### src/rtl/inst_fetch.sv
// Instruction fetch unit: issues a req/ack read for the pc-supplied address,
// holds the returned word for decode and exposes the jump/branch fields
// that the pc block consumes.
module inst_fetch #(
  parameter int unsigned TIMEOUT     = 15,
  parameter logic [31:0] RESET_INSTR = 32'h0000_0000
) (
  input  logic        i_clk,
  input  logic        i_reset,
  input  logic        i_fetch_start,
  input  logic [31:0] i_pc_addr,
  input  logic        i_flush,
  output logic        o_mem_req,
  output logic [31:0] o_mem_addr,
  input  logic        i_mem_ack,
  input  logic [31:0] i_mem_rdata,
  output logic [31:0] o_instr,
  output logic        o_instr_valid,
  input  logic        i_instr_ready,
  output logic [25:0] o_ins_addr,
  output logic [31:0] o_sign_im,
  output logic        o_busy,
  output logic        o_fetch_err
);

  typedef enum logic [1:0] {
    StIdle = 2'd0,
    StReq  = 2'd1,
    StHold = 2'd2
  } state_e;

  // Counter value seen on the last allowed REQ cycle.
  localparam logic [7:0] TimeoutLast = 8'(TIMEOUT - 1);

  state_e      r_state;
  logic        r_mem_req;
  logic [31:0] r_mem_addr;
  logic [31:0] r_instr;
  logic        r_instr_valid;
  logic        r_fetch_err;
  logic [7:0]  r_cnt;

  state_e      w_state_d;
  logic        w_mem_req_d;
  logic [31:0] w_mem_addr_d;
  logic [31:0] w_instr_d;
  logic        w_instr_valid_d;
  logic        w_fetch_err_d;
  logic [7:0]  w_cnt_d;
  logic        w_aligned;

  // Next-state and next-register logic; flush outranks every other input.
  always_comb begin
    w_state_d       = r_state;
    w_mem_req_d     = r_mem_req;
    w_mem_addr_d    = r_mem_addr;
    w_instr_d       = r_instr;
    w_instr_valid_d = r_instr_valid;
    w_fetch_err_d   = 1'b0;
    w_cnt_d         = r_cnt;
    w_aligned       = (i_pc_addr[1:0] == 2'b00);

    if (i_flush) begin
      // Abandons any outstanding request or held word; a same-cycle ack is dropped.
      w_state_d       = StIdle;
      w_mem_req_d     = 1'b0;
      w_instr_valid_d = 1'b0;
      w_instr_d       = RESET_INSTR;
    end else begin
      unique case (r_state)
        StIdle: begin
          if (i_fetch_start) begin
            if (w_aligned) begin
              w_state_d    = StReq;
              w_mem_req_d  = 1'b1;
              w_mem_addr_d = i_pc_addr;
              w_cnt_d      = 8'd0;
            end else begin
              w_fetch_err_d = 1'b1;
            end
          end
        end
        StReq: begin
          if (i_mem_ack) begin
            // An ack on the final allowed cycle still wins over the timeout.
            w_state_d       = StHold;
            w_mem_req_d     = 1'b0;
            w_instr_d       = i_mem_rdata;
            w_instr_valid_d = 1'b1;
          end else if (r_cnt == TimeoutLast) begin
            w_state_d     = StIdle;
            w_mem_req_d   = 1'b0;
            w_fetch_err_d = 1'b1;
          end else begin
            w_cnt_d = r_cnt + 8'd1;
          end
        end
        StHold: begin
          if (i_instr_ready) begin
            w_instr_valid_d = 1'b0;
            w_instr_d       = RESET_INSTR;
            w_state_d       = StIdle;
            if (i_fetch_start) begin
              if (w_aligned) begin
                // Back-to-back fetch without an idle bubble.
                w_state_d    = StReq;
                w_mem_req_d  = 1'b1;
                w_mem_addr_d = i_pc_addr;
                w_cnt_d      = 8'd0;
              end else begin
                w_fetch_err_d = 1'b1;
              end
            end
          end
        end
        default: begin
          w_state_d       = StIdle;
          w_mem_req_d     = 1'b0;
          w_instr_valid_d = 1'b0;
          w_instr_d       = RESET_INSTR;
        end
      endcase
    end
  end

  // State register with synchronous reset.
  always_ff @(posedge i_clk) begin
    if (i_reset) begin
      r_state       <= StIdle;
      r_mem_req     <= 1'b0;
      r_mem_addr    <= 32'd0;
      r_instr       <= RESET_INSTR;
      r_instr_valid <= 1'b0;
      r_fetch_err   <= 1'b0;
      r_cnt         <= 8'd0;
    end else begin
      r_state       <= w_state_d;
      r_mem_req     <= w_mem_req_d;
      r_mem_addr    <= w_mem_addr_d;
      r_instr       <= w_instr_d;
      r_instr_valid <= w_instr_valid_d;
      r_fetch_err   <= w_fetch_err_d;
      r_cnt         <= w_cnt_d;
    end
  end

  assign o_mem_req     = r_mem_req;
  assign o_mem_addr    = r_mem_addr;
  assign o_instr       = r_instr;
  assign o_instr_valid = r_instr_valid;
  assign o_fetch_err   = r_fetch_err;
  assign o_busy        = (r_state == StReq);
  assign o_ins_addr    = r_instr[25:0];
  assign o_sign_im     = {{16{r_instr[15]}}, r_instr[15:0]};

endmodule
### config.mk
export PLATFORM = sky130hd
export DESIGN_NAME = inst_fetch
export DESIGN_NICKNAME = d
export VERILOG_FILES = /design/src/rtl/inst_fetch.sv
export SDC_FILE = /design/constraint.sdc
export NUM_CORES = 1
export LEC_CHECK = 0
export CORE_ASPECT_RATIO = 2
export CORE_MARGIN = 2
export CORE_UTILIZATION = 34
export CTS_CLUSTER_SIZE = 16
export DETAILED_ROUTE_END_ITERATION = 8
export GPL_ROUTABILITY_DRIVEN = 0
export PLACE_DENSITY_LB_ADDON = 0.08
export SYNTH_ARGS = -nofsm -noshare
export SYNTH_HDL_FRONTEND = slang
export SYNTH_SLANG_ARGS = --single-unit
### constraint.sdc
create_clock -name i_clk -period 1.6 [get_ports i_clk]
set_input_delay 0.16 -clock i_clk [delete_from_list [all_inputs] [get_ports i_clk]]
set_output_delay 0.16 -clock i_clk [all_outputs]
set_load 0.01 [all_outputs]
==> run_results.csv, run 1 <==
group,metric,value,unit
logic_synthesis,synthDistinctLibCells,43,
run_status,failed_checks,"negative setup slack",
critical_path,cp-end-kind,"register",
routing,first_pass_iters,4,
finish,num-fill-cells,901,
die,boundary_pins,196,
critical_path,rr_worst_depth,6,
routing,dr_top_layer,"met4",
logic_synthesis,synth-compound-area-share,13.0,%
finish,areaGrowthSynthToFinish,65.0,%
critical_path,rr_endpoint,"r_cnt[0]$_SDFFE_PP0P_",
logic_synthesis,ys_seq_elements,77,
finish,antenna_diodes,0,
sta,max_clock_freq,618,MHz
hold_path,worstHoldStart,"i_pc_addr[12]",
finish,net_count_of_the_finished_layout,574,
placement,place.detailed.instances,622,
logic_synthesis,mapped_cell_area,0.00336,mm2
sta,grt_setup_unrepaired,"yes",
critical_path,cp_data_arrival_time,1.86,ns
logic_synthesis,synth-seq-area-share,45.9,%
critical_path,timing.critical_path.buf_inv,1,
routing,wl_met1,3230,um
pwr,p_leak,1.99,nW
clock_network,cts.sink_count,77,
clock_network,clockRootBuffer,"clkbuf_16",
finish,finalNonFillerCells,639,
pwr,power_density,835,mW/mm2
clock_network,clkLatencyLatePin,0.33,ns
logic_synthesis,synth_top_family_by_area,"buffers and inverters",
clock_network,cts.htree.levels,3,
finish,finalInstanceArea,0.00554,mm2
routing,drc,0,
logic_synthesis,post_synth.cell_area_avg,9.48,um2
clock_network,cts.reportedPaths.clkPinSlew,0.06,ns
die,row_count,51,
logic_synthesis,synth.area.mux_share,8.95,%
flow_run,cap_viol_max_count,0,
sta,slew_violations,0,
routing,route.antenna.remaining_nets,0,
critical_path,worst_ep_required_time,1.85,ns
sta,tightest_slew,0.362,ns
run_status,status,"finished with violations",
logic_synthesis,post_synth_edffs,0,
global_route,grt_pass1_vias,2731,
logic_synthesis,netlist.top_cell.by_area,"dfxtp_1",
die,initial_utilization,34.6,%
critical_path,max_stage_delay,0.40,ns
routing,met2WireLength,4460,um
routing,iter_0_drt_violations,65,
sta,worst_clock_skew,0.00583,ns
clock_network,post_cts_hold_buffer_count,0,
die,core-area,0.00970,mm2
die,dieWidth,74.3,um
routing,routed-wl-met3,760,um
sta,finalCriticalPeriod,1.62,ns
placement,placed_area,0.00516,mm2
critical_path,worstPathMaxFanout,6,
logic_synthesis,synthFlopType,"dfxtp_1",
critical_path,worst_setup_path_start_kind,"register",
pwr,peak_supply_drop,893,uV
global_route,grt_pass1_wl,12800,um
logic_synthesis,synth-adder-area-share,0.746,%
critical_path,reg2reg_slack,-0.02,ns
logic_synthesis,synthCells,354,
routing,wire_per_inst,13.5,um
critical_path,crit-reg2reg-launch,"r_cnt[0]$_SDFFE_PP0P_",
logic_synthesis,synth_xor_area_share,0,%
critical_path,timing.critical_path.slowest_stage_cell,"or4_1",
critical_path,critPathTopFamily,"simple AND/OR/NAND/NOR gates",
global_route,grt_antenna_before_repair,0,
placement,placement.io_buffers,195,
clock_network,clk_path_buf_depth,2,
logic_synthesis,yosys_warnings,0,
sta,setup_violations,2,
finish,leading_cell_type_in_the_layout_fill_and_taps_excluded,"clkdlybuf4s50_1",
finish,final_layout_size_suffix_gt1_share,10.5,%
placement,dp_hpwl,6420,um
logic_synthesis,net_count_of_the_mapped_netlist,426,
routing,post_drt_via_cell_ratio,4.65,
placement,dp_slack,-0.239,ns
hold_path,whs_path_depth,3,
critical_path,critPathKind,"reg2reg",
sta,tns,-0.0295,ns
die,die_height,144,um
routing,vias,2969,
critical_path,crit_path_cell_trace,"inv_2 -> ha_4 -> and3_4 -> a211o_4 -> or4_1 -> o31ai_1",
routing,routed_wirelength,8650,um
sta,maxSlewHeadroom,75.7,%
finish,layout_common_cells,"clkdlybuf4s50_1, dfxtp_1, nor2_1",
sta,post-route-period-util,101,%
clock_network,cts-buffers-inserted,9,
sta,fin_ws,-0.0185,ns
clock_network,cts_tree,"yes",
hold_path,worst_hold_path_type,"in2reg",
global_route,grt_overflow_total,0,
sta,hold_slack,0.434,ns
global_route,grtUsageTotal,15.5,%
hold_path,worst_hold_path.endpoint,"o_mem_addr[12]$_SDFFE_PP0P_",
global_route,pin_count_of_the_biggest_net_entering_global_routing,35,
sta,timing_hold_violations_final,0,
logic_synthesis,async_reset_ff_share,0,%
die,fp.dieArea,0.0107,mm2
logic_synthesis,yosysTopAreaCellShare,45.9,%
logic_synthesis,synthTopCellsByArea,"dfxtp_1, buf_4, mux2i_1, nor2_1, a22oi_1",
logic_synthesis,simple_gate_share_of_the_synthesized_area,14.7,%
[where the power goes]
group	internal, mW	switching, mW
combinational	0.247	0.133
sequential	1.94	0.0114
clock	1.53	0.759
total	3.72	0.904
[cells by family (layout without fill, tap and decap cells)]
kind of cell / count (synthesis) / after routing
and+or+nand+nor: 104 / 104
DFF: 77 / 77
AOI/OAI and AO/OA: 59 / 59
muxes: 30 / 30
adders and majority gates: 2 / 2
buffers and inverters: 82 / 235
[layer usage]
layer,GRT usage (%),vias to the layer above
li1,-,1468
met1,16.3,1341
met2,26.8,145
met3,5.09,15
met4,8.08,0
met5,0,-
[cells in the mapped netlist (2+ instances only)]
cell      number
a211o_2        2
a21oi_1        7
a22oi_1       32
a311oi_1       3
a32o_1         2
a41oi_1        2
buf_2          5
buf_4         59
buf_6          3
clkbuf_1      13
dfxtp_1       77
ha_1           2
mux2i_1       30
nand2_1        8
nand2b_1       3
nand3_1        4
nor2_1        69
nor2b_1        3
nor3b_1        2
o21ai_0        3
o22ai_1        2
or4_1          2
[layout make-up]
class,instances,area (um2),area share [%]
timing repair buffer,217,2160,39.1
sequential,77,1540,27.9
multi-input combinational,195,1310,23.7
clock buffer,13,280,5.06
tap,132,165,2.98
clock inverter,3,65.1,1.17
inverter,2,7.51,0.136
[worst reg2reg max path: cells and delay by family, from the launching register on]
kind                       cells  cell delay, ns
AOI/OAI and AO/OA              2            0.42
DFF                            1            0.33
adders and majority gates      1            0.15
buffers and inverters          1            0.05
and+or+nand+nor                2            0.58
[registers in the layout, summed over array words and instances, names as in the netlist]
register	cells
r_state	2
r_cnt	8
o_instr	32
o_instr_valid	1
o_mem_addr	32
o_mem_req	1
o_fetch_err	1
[metrics by stage]
step	util, %	total power, mW
detailed placement	53.2	2.37
floorplan	-	2.11
CTS	56.9	4.70
global placement	53.2	2.37
global route	57.1	4.79
finish	57.1	4.62
[how the worst max path moves through the flow]
| stage | startpoint | to | slack [ns] | cells after the start |
|---|---|---|---|---|
| after floorplan | r_cnt[0]$_SDFFE_PP0P_ | r_cnt[0]$_SDFFE_PP0P_ | -0.02 | 6 |
| after global placement | i_instr_ready | r_cnt[7]$_SDFFE_PP0P_ | -0.23 | 6 |
| after detailed placement | i_pc_addr[0] | r_cnt[4]$_SDFFE_PP0P_ | -0.24 | 6 |
| after CTS | r_cnt[0]$_SDFFE_PP0P_ | r_cnt[0]$_SDFFE_PP0P_ | -0.04 | 6 |
| after global routing | r_cnt[0]$_SDFFE_PP0P_ | r_cnt[0]$_SDFFE_PP0P_ | -0.09 | 6 |
| final | r_cnt[0]$_SDFFE_PP0P_ | r_cnt[0]$_SDFFE_PP0P_ | -0.02 | 6 |
[timing repair]
action	4_1_cts	5_1_grt
hold endpoints to repair	0	0
endpoints found under the setup margin	18	32
gates resized for setup	20	3
pin swaps	2	3
setup buffers	0	1
No activity file was read; power rests on OpenSTA's default activity.
==> run 2, diff against run 1 <==
--- a/config.mk
+++ b/config.mk
@@ -8,7 +8,7 @@
 export CORE_ASPECT_RATIO = 2
 export CORE_MARGIN = 2
 export CORE_UTILIZATION = 34
-export CTS_CLUSTER_SIZE = 16
+export CTS_CLUSTER_SIZE = 25
 export DETAILED_ROUTE_END_ITERATION = 8
 export GPL_ROUTABILITY_DRIVEN = 0
 export PLACE_DENSITY_LB_ADDON = 0.08
==> results of run 2 <==
Same layout as run 1: the final DEF is identical, and so are final timing and power.
==> run 3, diff against run 2 <==
--- a/config.mk
+++ b/config.mk
@@ -12,6 +12,7 @@
 export DETAILED_ROUTE_END_ITERATION = 8
 export GPL_ROUTABILITY_DRIVEN = 0
 export PLACE_DENSITY_LB_ADDON = 0.08
+export SLEW_MARGIN = 10
 export SYNTH_ARGS = -nofsm -noshare
 export SYNTH_HDL_FRONTEND = slang
 export SYNTH_SLANG_ARGS = --single-unit
==> results of run 3 <==
Same layout as run 1: the final DEF is identical, and so are final timing and power.
